File: config.mk
export PLATFORM = sky130hd
export DESIGN_NAME = lbm_window_gen
export DESIGN_NICKNAME = d
export VERILOG_FILES = /design/src/rtl/lbm_window_gen.sv
export SDC_FILE = /design/constraint.sdc
export NUM_CORES = 1
export LEC_CHECK = 0
export BUFFER_PORTS_ARGS = -buffer_cell sky130_fd_sc_hd__buf_2
export CELL_PAD_IN_SITES_DETAIL_PLACEMENT = 0
export CELL_PAD_IN_SITES_GLOBAL_PLACEMENT = 1
export CORE_AREA = 2 2 163 165
export DETAILED_ROUTE_END_ITERATION = 10
export DIE_AREA = 0 0 165 167
export MAX_ROUTING_LAYER = met4
export PLACE_DENSITY_LB_ADDON = 0.1
export SLEW_MARGIN = 20
export SYNTH_ARGS = -nofsm -noshare
export SYNTH_HDL_FRONTEND = slang
export SYNTH_SLANG_ARGS = --single-unit
File: constraint.sdc
create_clock -name clk -period 3.2 [get_ports clk]
set_input_delay 0.16 -clock clk [delete_from_list [all_inputs] [get_ports clk]]
set_output_delay 0.16 -clock clk [all_outputs]
set_load 0.005 [all_outputs]
File: src/rtl/lbm_window_gen.sv
// lbm_window_gen: builds registered D2Q9 3x3 windows from line-buffer row taps; define LBM_WINDOW_ZERO_PAD_EN for zero padding instead of bounce-back
module lbm_window_gen #(
    parameter int SCREEN_WIDTH  = 8,
    parameter int SCREEN_HEIGHT = 8,
    parameter int N_BITS        = 15
) (
    input  logic                             clk,
    input  logic                             reset,
    input  logic                             i_frame_start,
    input  logic                             i_shift_n,
    input  logic [N_BITS-1:0]                i_tap0_in,
    input  logic [N_BITS-1:0]                i_tap1_in,
    input  logic [N_BITS-1:0]                i_tap2_in,
    output logic                             o_need_pad,
    output logic                             o_busy,
    output logic                             o_out_valid,
    output logic [9*N_BITS-1:0]              o_window,
    output logic [$clog2(SCREEN_WIDTH)-1:0]  o_cx,
    output logic [$clog2(SCREEN_HEIGHT)-1:0] o_cy,
    output logic [3:0]                       o_edge,
    output logic                             o_frame_done
);
    localparam int W    = SCREEN_WIDTH;
    localparam int H    = SCREEN_HEIGHT;
    localparam int LAST = W * H + 2 * W;
    localparam int SW   = $clog2(LAST + 2);
    localparam int CXW  = $clog2(W);
    localparam int CYW  = $clog2(H);
    localparam logic [SW-1:0]  S_FIRST = SW'(2 * W + 1);
    localparam logic [SW-1:0]  S_PAD   = SW'(W * H);
    localparam logic [SW-1:0]  S_LAST  = SW'(LAST);
    localparam logic [CXW-1:0] CX_MAX  = CXW'(W - 1);
    localparam logic [CYW-1:0] CY_MAX  = CYW'(H - 1);

    typedef enum logic [2:0] {IDLE, PRIME, RUN, PAD, DONE} state_t;

    state_t            r_state;
    logic [SW-1:0]     r_s;
    logic [CXW-1:0]    r_ccx;
    logic [CYW-1:0]    r_ccy;
    logic [N_BITS-1:0] r_cm [3];
    logic [N_BITS-1:0] r_cr [3];
    logic [N_BITS-1:0] w_tap [3];
    logic [N_BITS-1:0] w_sl [9];
    logic [N_BITS-1:0] w_sub;
    logic [9*N_BITS-1:0] w_win;
    logic [SW-1:0]     w_s_nx;
    logic              w_stb, w_emit, w_n, w_s, w_w, w_e;

    assign w_tap[0] = i_tap0_in;
    assign w_tap[1] = i_tap1_in;
    assign w_tap[2] = i_tap2_in;
    assign w_stb    = ~i_shift_n & (r_state == PRIME || r_state == RUN || r_state == PAD);
    assign w_emit   = w_stb & (r_s >= S_FIRST);
    assign w_s_nx   = r_s + 1'b1;
    assign w_n      = r_ccy == '0;
    assign w_s      = r_ccy == CY_MAX;
    assign w_w      = r_ccx == '0;
    assign w_e      = r_ccx == CX_MAX;
`ifdef LBM_WINDOW_ZERO_PAD_EN
    assign w_sub    = '0;
`else
    assign w_sub    = r_cr[1];
`endif
    assign w_win    = {w_sl[8], w_sl[7], w_sl[6], w_sl[5], w_sl[4], w_sl[3], w_sl[2], w_sl[1], w_sl[0]};

    // left column = previous centre reg, centre = previous right reg, right = live taps; out-of-grid slices substituted
    always_comb begin
        w_sl[0] = (w_n | w_w) ? w_sub : r_cm[0];
        w_sl[1] = w_n ? w_sub : r_cr[0];
        w_sl[2] = (w_n | w_e) ? w_sub : i_tap0_in;
        w_sl[3] = w_w ? w_sub : r_cm[1];
        w_sl[4] = r_cr[1];
        w_sl[5] = w_e ? w_sub : i_tap1_in;
        w_sl[6] = (w_s | w_w) ? w_sub : r_cm[2];
        w_sl[7] = w_s ? w_sub : r_cr[2];
        w_sl[8] = (w_s | w_e) ? w_sub : i_tap2_in;
    end

    // frame sequencer, column shift, centre coordinate counters and registered outputs
    always_ff @(posedge clk or negedge reset) begin
        if (!reset) begin
            r_state      <= IDLE;
            r_s          <= '0;
            r_ccx        <= '0;
            r_ccy        <= '0;
            for (int i = 0; i < 3; i++) begin
                r_cm[i] <= '0;
                r_cr[i] <= '0;
            end
            o_need_pad   <= 1'b0;
            o_busy       <= 1'b0;
            o_out_valid  <= 1'b0;
            o_window     <= '0;
            o_cx         <= '0;
            o_cy         <= '0;
            o_edge       <= '0;
            o_frame_done <= 1'b0;
        end else begin
            o_out_valid  <= 1'b0;
            o_frame_done <= 1'b0;
            if (w_stb) begin
                for (int i = 0; i < 3; i++) begin
                    r_cm[i] <= r_cr[i];
                    r_cr[i] <= w_tap[i];
                end
                r_s <= w_s_nx;
            end
            if (w_emit) begin
                o_out_valid <= 1'b1;
                o_window    <= w_win;
                o_cx        <= r_ccx;
                o_cy        <= r_ccy;
                o_edge      <= {w_n, w_s, w_w, w_e};
                r_ccx       <= w_e ? '0 : r_ccx + 1'b1;
                if (w_e)
                    r_ccy <= w_s ? '0 : r_ccy + 1'b1;
            end
            case (r_state)
                IDLE, DONE: begin
                    if (i_frame_start) begin
                        r_state <= PRIME;
                        r_s     <= '0;
                        r_ccx   <= '0;
                        r_ccy   <= '0;
                        o_busy  <= 1'b1;
                    end else begin
                        r_state <= IDLE;
                    end
                end
                PRIME, RUN: begin
                    if (w_stb) begin
                        if (w_s_nx >= S_PAD) begin
                            r_state    <= PAD;
                            o_need_pad <= 1'b1;
                        end else if (w_s_nx >= S_FIRST) begin
                            r_state <= RUN;
                        end
                    end
                end
                PAD: begin
                    if (w_stb && r_s == S_LAST) begin
                        r_state      <= DONE;
                        o_need_pad   <= 1'b0;
                        o_busy       <= 1'b0;
                        o_frame_done <= 1'b1;
                    end
                end
                default: r_state <= IDLE;
            endcase
        end
    end
endmodule

# ---- Word-level counts from Yosys, hierarchy flattened
# Cells that the tools add are included.
dict set report op_classes {
  addsub 3
  order_cmp 3
  eq_ne 12
  mux 35
  bitwise 7
  n_reduce_logical 13
}
# cell n
set op_table {}
lappend op_table {{$mux 15} 8}
lappend op_table {{$mux 3} 13}
lappend op_table {{$mux 7} 3}
lappend op_table {{$ge 7x5->1 const B} 2}
lappend op_table {{$eq 3x3->1 const B} 3}
lappend op_table {{$logic_not 3->1} 3}
lappend op_table {{$pmux 3 s3} 1}
lappend op_table {{$mux 1} 8}
lappend op_table {{$add 7x1->7 const B} 1}
lappend op_table {{$eq 7x7->1 const B} 1}
lappend op_table {{$ge 7x7->1 const B} 1}
lappend op_table {{$add 3x1->3 const B} 2}
lappend op_table {{$eq 3x2->1 const B} 2}
lappend op_table {{$ne 2x2->1 const B} 3}
lappend op_table {{$reduce_and 3->1} 2}
lappend op_table {{$or 1x1->1} 4}
lappend op_table {{$pmux 1 s2} 2}
lappend op_table {{$reduce_and 4->1} 1}
lappend op_table {{$reduce_bool 2->1} 2}
lappend op_table {{$reduce_or 2->1} 2}
lappend op_table {{$eq 3x1->1 const B} 1}
lappend op_table {{$ne 3x3->1 const B} 1}
lappend op_table {{$and 1x1->1} 2}
lappend op_table {{$logic_or 1x1->1} 2}
lappend op_table {{3 further kinds} 3}
dict set report totals {
  regBits 255
  output_inout_bits 149
  wordCells 91
}

# ---- Depth between registers and ports, before layout
# Gate-level depths: netlist of the first run.
dict set report depth {
  ltp_word 8
  mapped_depth 11
  ltp_nobuf 8
}

# ---- Least setup slack after synthesis of the first run
# No wires, ideal clock.
dict set report synth_timing {
  path_kind {reg2reg}
  from {register r_ccx[0]}
  to {register o_window[131]}
  arrival_time_ns 2.106
  t_required_ns 3.065
  slack_ns 0.958
  path_stages_with_launch 8
  n_path_buf 2
  path_cell_list {dfrtp_1 ha_1 ha_1 buf_2 nor2_1 clkbuf_1 mux2i_1 o21ai_0}
}
dict set report synth_via {
  elab_chain_cells 3
}
# element line
set synth_lines {}
lappend synth_lines {{from (decl)} 39} ;# logic [CXW-1:0] r_ccx;
lappend synth_lines {{from (signal assigned)} 115} ;# r_ccx <= w_e ? '0 : r_ccx + 1'b1;
lappend synth_lines {{$eq 3x3->1} 59} ;# assign w_e = r_ccx == CX_MAX;
lappend synth_lines {{via w_e} 48} ;# logic w_stb, w_emit, w_n, w_s, w_w, w_e;
lappend synth_lines {{$or 1x1->1} 77} ;# w_sl[8] = (w_s | w_e) ? w_sub : i_tap2_in;
lappend synth_lines {{$mux 15} 77}
lappend synth_lines {{to (signal assigned)} 111} ;# o_window <= w_win;
lappend synth_lines {{to (decl)} 17} ;# output logic [9*N_BITS-1:0] o_window,
# The timed path passes the listed nets, and every way through them passes these cells.
# A chain may end at the register's enable or synchronous reset.

# ---- Worst setup path after layout of the first run
dict set report layout_timing {
  from {register r_s[1]}
  to {register o_window[16]}
}
dict set report layout_via {
  elab_chain_cells 2
}
# element line
set layout_lines {}
lappend layout_lines {{from (decl)} 38} ;# logic [SW-1:0] r_s;
lappend layout_lines {{from (signal assigned)} 107} ;# r_s <= w_s_nx;
lappend layout_lines {{$ge 7x5->1} 54} ;# assign w_emit = w_stb & (r_s >= S_FIRST);
lappend layout_lines {{$and 1x1->1} 54}
# Every way passes these cells.

==> out/metrics.csv, run 1 <==
metric,value,unit
worstSetupPathType,flop to flop,
holdWs,193.4,ps
slew_violations,0,
wl_met3,1435,um
critical_path.top_delay_family,buffers and inverters,
slew_headroom,41.78,%
gp_congestion,0.8503,
grt.overflow.total,0,
clockRootBuffer,clkbuf_16,
std_cell_rows,59,
holdBufCountCts,47,
n_fill_cell,2437,
cts_tree,yes,
nets,1415,
critical_path.n_buffers_inverters,3,
dp_slack,650.9,ps
area_growth,24.28,%
power,12.61,mW
p_per_area,923.5,nW/um2
drc,0,
fin_crit,2594,ps
syn_area,10990,um2
end_kind,flop,
wl_met2,13740,um
crit_slowest_cell,dfrtp_1,
port_buffers,197,
synth_common_cells,"nand2_1, dfrtp_1, o21ai_0, mux2i_1, clkbuf_1",
status,completed,
cp.arrival,3010,ps
max_cap_viol_count,0,
grt_max_degree,127,
drt-vias-per-instance,4.935,
die_h,167,um
wire_per_inst,17.97,um
antenna_found_initial,0,
highest_layer,met4,
final-hold-violation-count,0,
synth_nets,1210,
diodes,0,
synth_top_flop_cell,dfrtp_1,
core,25760,um2
rr_startpoint,r_s[1],
yosysTopAreaCell,dfrtp_1,
postRouteAntennaNets,0,
hold_class,input pin to async pin,
synth_cell_types,39,
cts_max_level,1,
postCtsResizedCells,0,
required,3610,ps
ys_ff_latch,255,
routed_wirelength,30760,um
post-route-period-util,81.05,%
synthArstFlopShare,100.0,%
die_w,165,um
postSynthCellCount,1152,
clk_latency,540,ps
grt.total_usage,23.27,%
synth_top_area_share,58.09,%
drtPass1Iterations,6,
grt_pass1_wl,47900,um
final_util,52.99,%
layoutNonFillerInstCount,1712,
cpPeakStageDelay,420,ps
setup_violations,0,
clock_path_buffers,3,
dp_hpwl,19370,um
post-route-worst-setup-slack,606.3,ps
drt_iter0_drc,643,
layout-drive-gt1-share,19.24,%
post_cts_buffers,0,
worstPathCellList,inv_1 -> ha_1 -> or4_1 -> o21ai_0 -> a21o_4 -> buf_12 -> buf_4 -> o21ai_0,
fmax,385.6,MHz
skew,7.614,ps
synth_edf_count,0,
final_area,13650,um2
cts-buffers-inserted,28,
dp.cells,1615,
ios,198,
rsz0062_at_grt,false,
place_area,12230,um2
synth_area_leaders,"dfrtp_1, nand2_1, mux2i_1",
start_kind,flop,
path_common_cell,o21ai_0,
yosysMostFrequentCell,nand2_1,
tns,0,ps
die_area,27560,um2
worst_pin_slew,873.3,ps
worst-r2r-setup-slack,610,ps
syn_area_per_cell,9.536,um2
initial_core_util,42.64,%
path_max_fanout,126,
vias,8448,
cts_sinks,255,
grt_pass1_vias,8204,
ff2ff_path_depth,8,
timing.rr.end,o_window[16],
irDropWorstVdd,0.0004671,V
seq_area_frac_synth,58.09,%
synth_warnings,0,
clk_pin_slew,60,ps
p_leak,6.928,nW
wl_met1,14970,um
final cells by class:
cell class | instances | area, um2 | area share, %
Inverter | 10 | 37.54 | 0.2749
Clock buffer | 43 | 807.0 | 5.911
Multi-Input combinational cell | 797 | 4188 | 30.67
Tap cell | 335 | 419.2 | 3.070
Clock inverter | 7 | 146.4 | 1.072
Sequential cell | 255 | 6381 | 46.74
Timing Repair Buffer | 265 | 1674 | 12.26
layout by cell type, fill, tap and decap left out, types with 3 or more instances in the layout:
cell type / n
buf_2: 196
nor3_1: 3
buf_4: 17
nand2_1: 461
clkbuf_16: 28
dfrtp_1: 255
xnor2_1: 3
clkbuf_1: 10
inv_1: 10
buf_12: 4
o21ai_1: 8
and2_1: 3
a21oi_1: 11
nand2b_1: 3
nand3_1: 5
dlygate4sd3_1: 47
clkbuf_8: 5
bufinv_16: 4
mux2i_1: 121
o21ai_0: 127
ha_1: 9
nor2_1: 12
xor2_1: 6
worst register-to-register path, cell delays in order (launching register included):
cell and delay (ps):
dfrtp_1 420, inv_1 80, ha_1 180, or4_1 390, o21ai_0 240, a21o_4 180, buf_12 370, buf_4 450
o21ai_0 150
worst max path at each step:
stage          startpoint       endpoint  cells after the start
6_report           r_s[1]   o_window[16]                      8
5_1_grt            r_s[1]   o_window[15]                      8
4_1_cts            r_s[1]   o_window[16]                      8
3_5_place_dp       r_s[1]   o_window[16]                      8
3_3_place_gp       r_s[1]   o_window[77]                      8
2_1_floorplan    r_ccx[0]  o_window[131]                      7
report_power, final:
group          internal [mW]  switching (mW)
logic                   1.55            1.84
clock network           2.05            1.30
registers               4.55            1.32
state kept, by name (all words and copies together) (netlist names):
name and flops:
r_cr 30, r_state 3, o_frame_done 1, o_window 135, o_need_pad 1, o_cy 3, r_s 7, o_busy 1
w_sub 15, o_out_valid 1, r_cm 45, o_cx 3, o_edge 4, r_ccx 3, r_ccy 3
metal layers:
metal  global-route usage [%]  up-vias
li1                         -     4141
met1                    34.22     4042
met2                    34.69      227
met3                    3.263       38
met4                    4.461        0
met5                        -        -
cells by family (layout without fill, tap and decap cells):
family | after synthesis | after routing | share of synthesized area [%]
AOI/OAI and AO/OA | 154 | 154 | 7.244
buffers and inverters | 100 | 325 | 3.998
xor gates and xnor gates | 9 | 9 | 0.7176
muxes | 121 | 121 | 11.03
and+or+nand+nor | 504 | 504 | 17.90
adders and majority gates | 9 | 9 | 1.025
DFF | 255 | 255 | 58.09
No activity file was read; power rests on OpenSTA's default activity.
==> run 2: changes to the inputs <==
Clock period 3.2 ns to 2.42 ns, I/O delays scaled along.
==> run 2 against run 1 <==
Maximum frequency rose by 16%. Combinational power increased by 35%. Final area grew 1.5%.
==> out/metrics.csv, run 2 (same netlist as run 1, synthesis figures left out) <==
metric,value,unit
vias,8517,
cp.arrival,2640,ps
rsz0062_at_grt,false,
die_h,167,um
drt_iter0_drc,520,
end_kind,flop,
layout_common_cells,"nand2_1, dfrtp_1, buf_2, o21ai_0, mux2i_1",
reg_top3,"o_window x135, r_cm x45, r_cr x30",
layout-drive-gt1-share,20.55,%
crit_slowest_cell,dfrtp_1,
diodes,0,
setup_violations,0,
worstPathCellList,inv_1 -> ha_1 -> or4_1 -> o21ai_2 -> a21o_4 -> buf_16 -> o21ai_0,
port_buffers,197,
initial_core_util,42.64,%
fmax,447.8,MHz
die_area,27560,um2
fin_crit,2233,ps
post_cts_buffers,0,
worst-r2r-setup-slack,190,ps
ff2ff_path_depth,7,
dp_hpwl,20020,um
routed_wirelength,31030,um
skew,12.79,ps
clock_path_buffers,3,
std_cell_rows,59,
status,completed,
worst_pin_slew,786.8,ps
nets,1424,
path_max_fanout,73,
cts_sinks,255,
rr_startpoint,r_s[1],
grt.total_usage,23.55,%
area_growth,26.20,%
drtPass1Iterations,4,
wire_per_inst,18.02,um
hold_class,input pin to async pin,
slew_violations,0,
core,25760,um2
layout_commonest_cell,nand2_1,
largest_register,o_window,
ios,198,
grt.overflow.total,0,
grt_pass1_vias,8583,
timing.rr.end,o_window[41],
p_per_area,1228,nW/um2
cts_max_level,1,
power,17.02,mW
clockRootBuffer,clkbuf_16,
antenna_found_initial,0,
worstSetupPathType,flop to flop,
irDropWorstVdd,0.0005511,V
p_leak,7.040,nW
drt-vias-per-instance,4.946,
grt_pass1_wl,48880,um
final-hold-violation-count,0,
grt_max_degree,76,
largest_reg_flops,135,
tns,0,ps
gp_congestion,0.8327,
start_kind,flop,
postRouteAntennaNets,0,
cts_tree,yes,
critical_path.n_buffers_inverters,2,
clk_latency,540,ps
cts-buffers-inserted,28,
clk_pin_slew,60,ps
critical_path.top_delay_family,compound AO/OA/AOI/OAI gates,
cpPeakStageDelay,440,ps
post-route-period-util,92.28,%
die_w,165,um
required,2820,ps
max_cap_viol_count,0,
drc,0,
slew_headroom,47.55,%
-- run 2: cell count changes in the layout (fill, tap and decap cells not counted), sizes merged --
| cell | change |
|---|---|
| buf | +7 |
| clkinv | +6 |
| clkinvlp | +2 |
| bufinv | +2 |
| clkbuf | -9 |
| a21o | +2 |
-- run 2: how the worst max path moves through the flow --
stage	startpoint	end	cells past startpoint	slack, ps
final	r_s[1]	o_window[41]	7	190
after global routing	r_s[1]	o_window[113]	7	30
after CTS	r_s[1]	o_window[41]	7	190
after detailed placement	r_s[1]	o_window[41]	7	200
after global placement	r_s[1]	o_window[11]	7	220
after floorplan	r_ccx[0]	o_window[131]	7	180
-- run 2: report_power, final --
group	internal (mW)	switching [mW]	leakage, nW
sequential	6.02	1.71	3.22
clock	2.93	1.77	0.508
combinational	2.11	2.47	3.31
total	11.1	5.96	7.04
-- run 2: per-layer routing --
metal  GRT usage (%)  vias up  wire (um)
li1                -     4165          -
met1           33.21     4120      14940
met2           36.14      192      14110
met3           3.686       40       1474
met4           5.028        0        505
met5               -        -          0
-- run 2: what timing repair did --
action                     in CTS  in global routing
hold endpoints to repair      157                  0
hold buffers                   47                  0
resized for setup               0                  4
setup endpoints to repair       0                  1
-- run 2: stage by stage --
step | cells | utilization [%] | hold slack (ps) | setup slack (ps) | instance area, um2
6_report | 1722 | 53.81 | 150.5 | 186.8 | 13860
3_5_place_dp | 1622 | 47.87 | 147.4 | 197.9 | 12330
3_3_place_gp | 1622 | 47.87 | 147.1 | 223.6 | 12330
2_1_floorplan | 1152 | - | -174.6 | 178.4 | 10990
5_1_grt | 1722 | 53.81 | 183.5 | 26.43 | 13860
4_1_cts | 1720 | 53.67 | 164.4 | 189.1 | 13830
-- run 2: final cells by class --
type,instances,area (um2)
fillers,2411,11900
flip-flops and latches,255,6381
multi-input cells,799,4209
repair buffers,272,1792
clock buffers,34,784.5
well taps,335,419.2
clock inverters,17,240.2
inverters,10,37.54
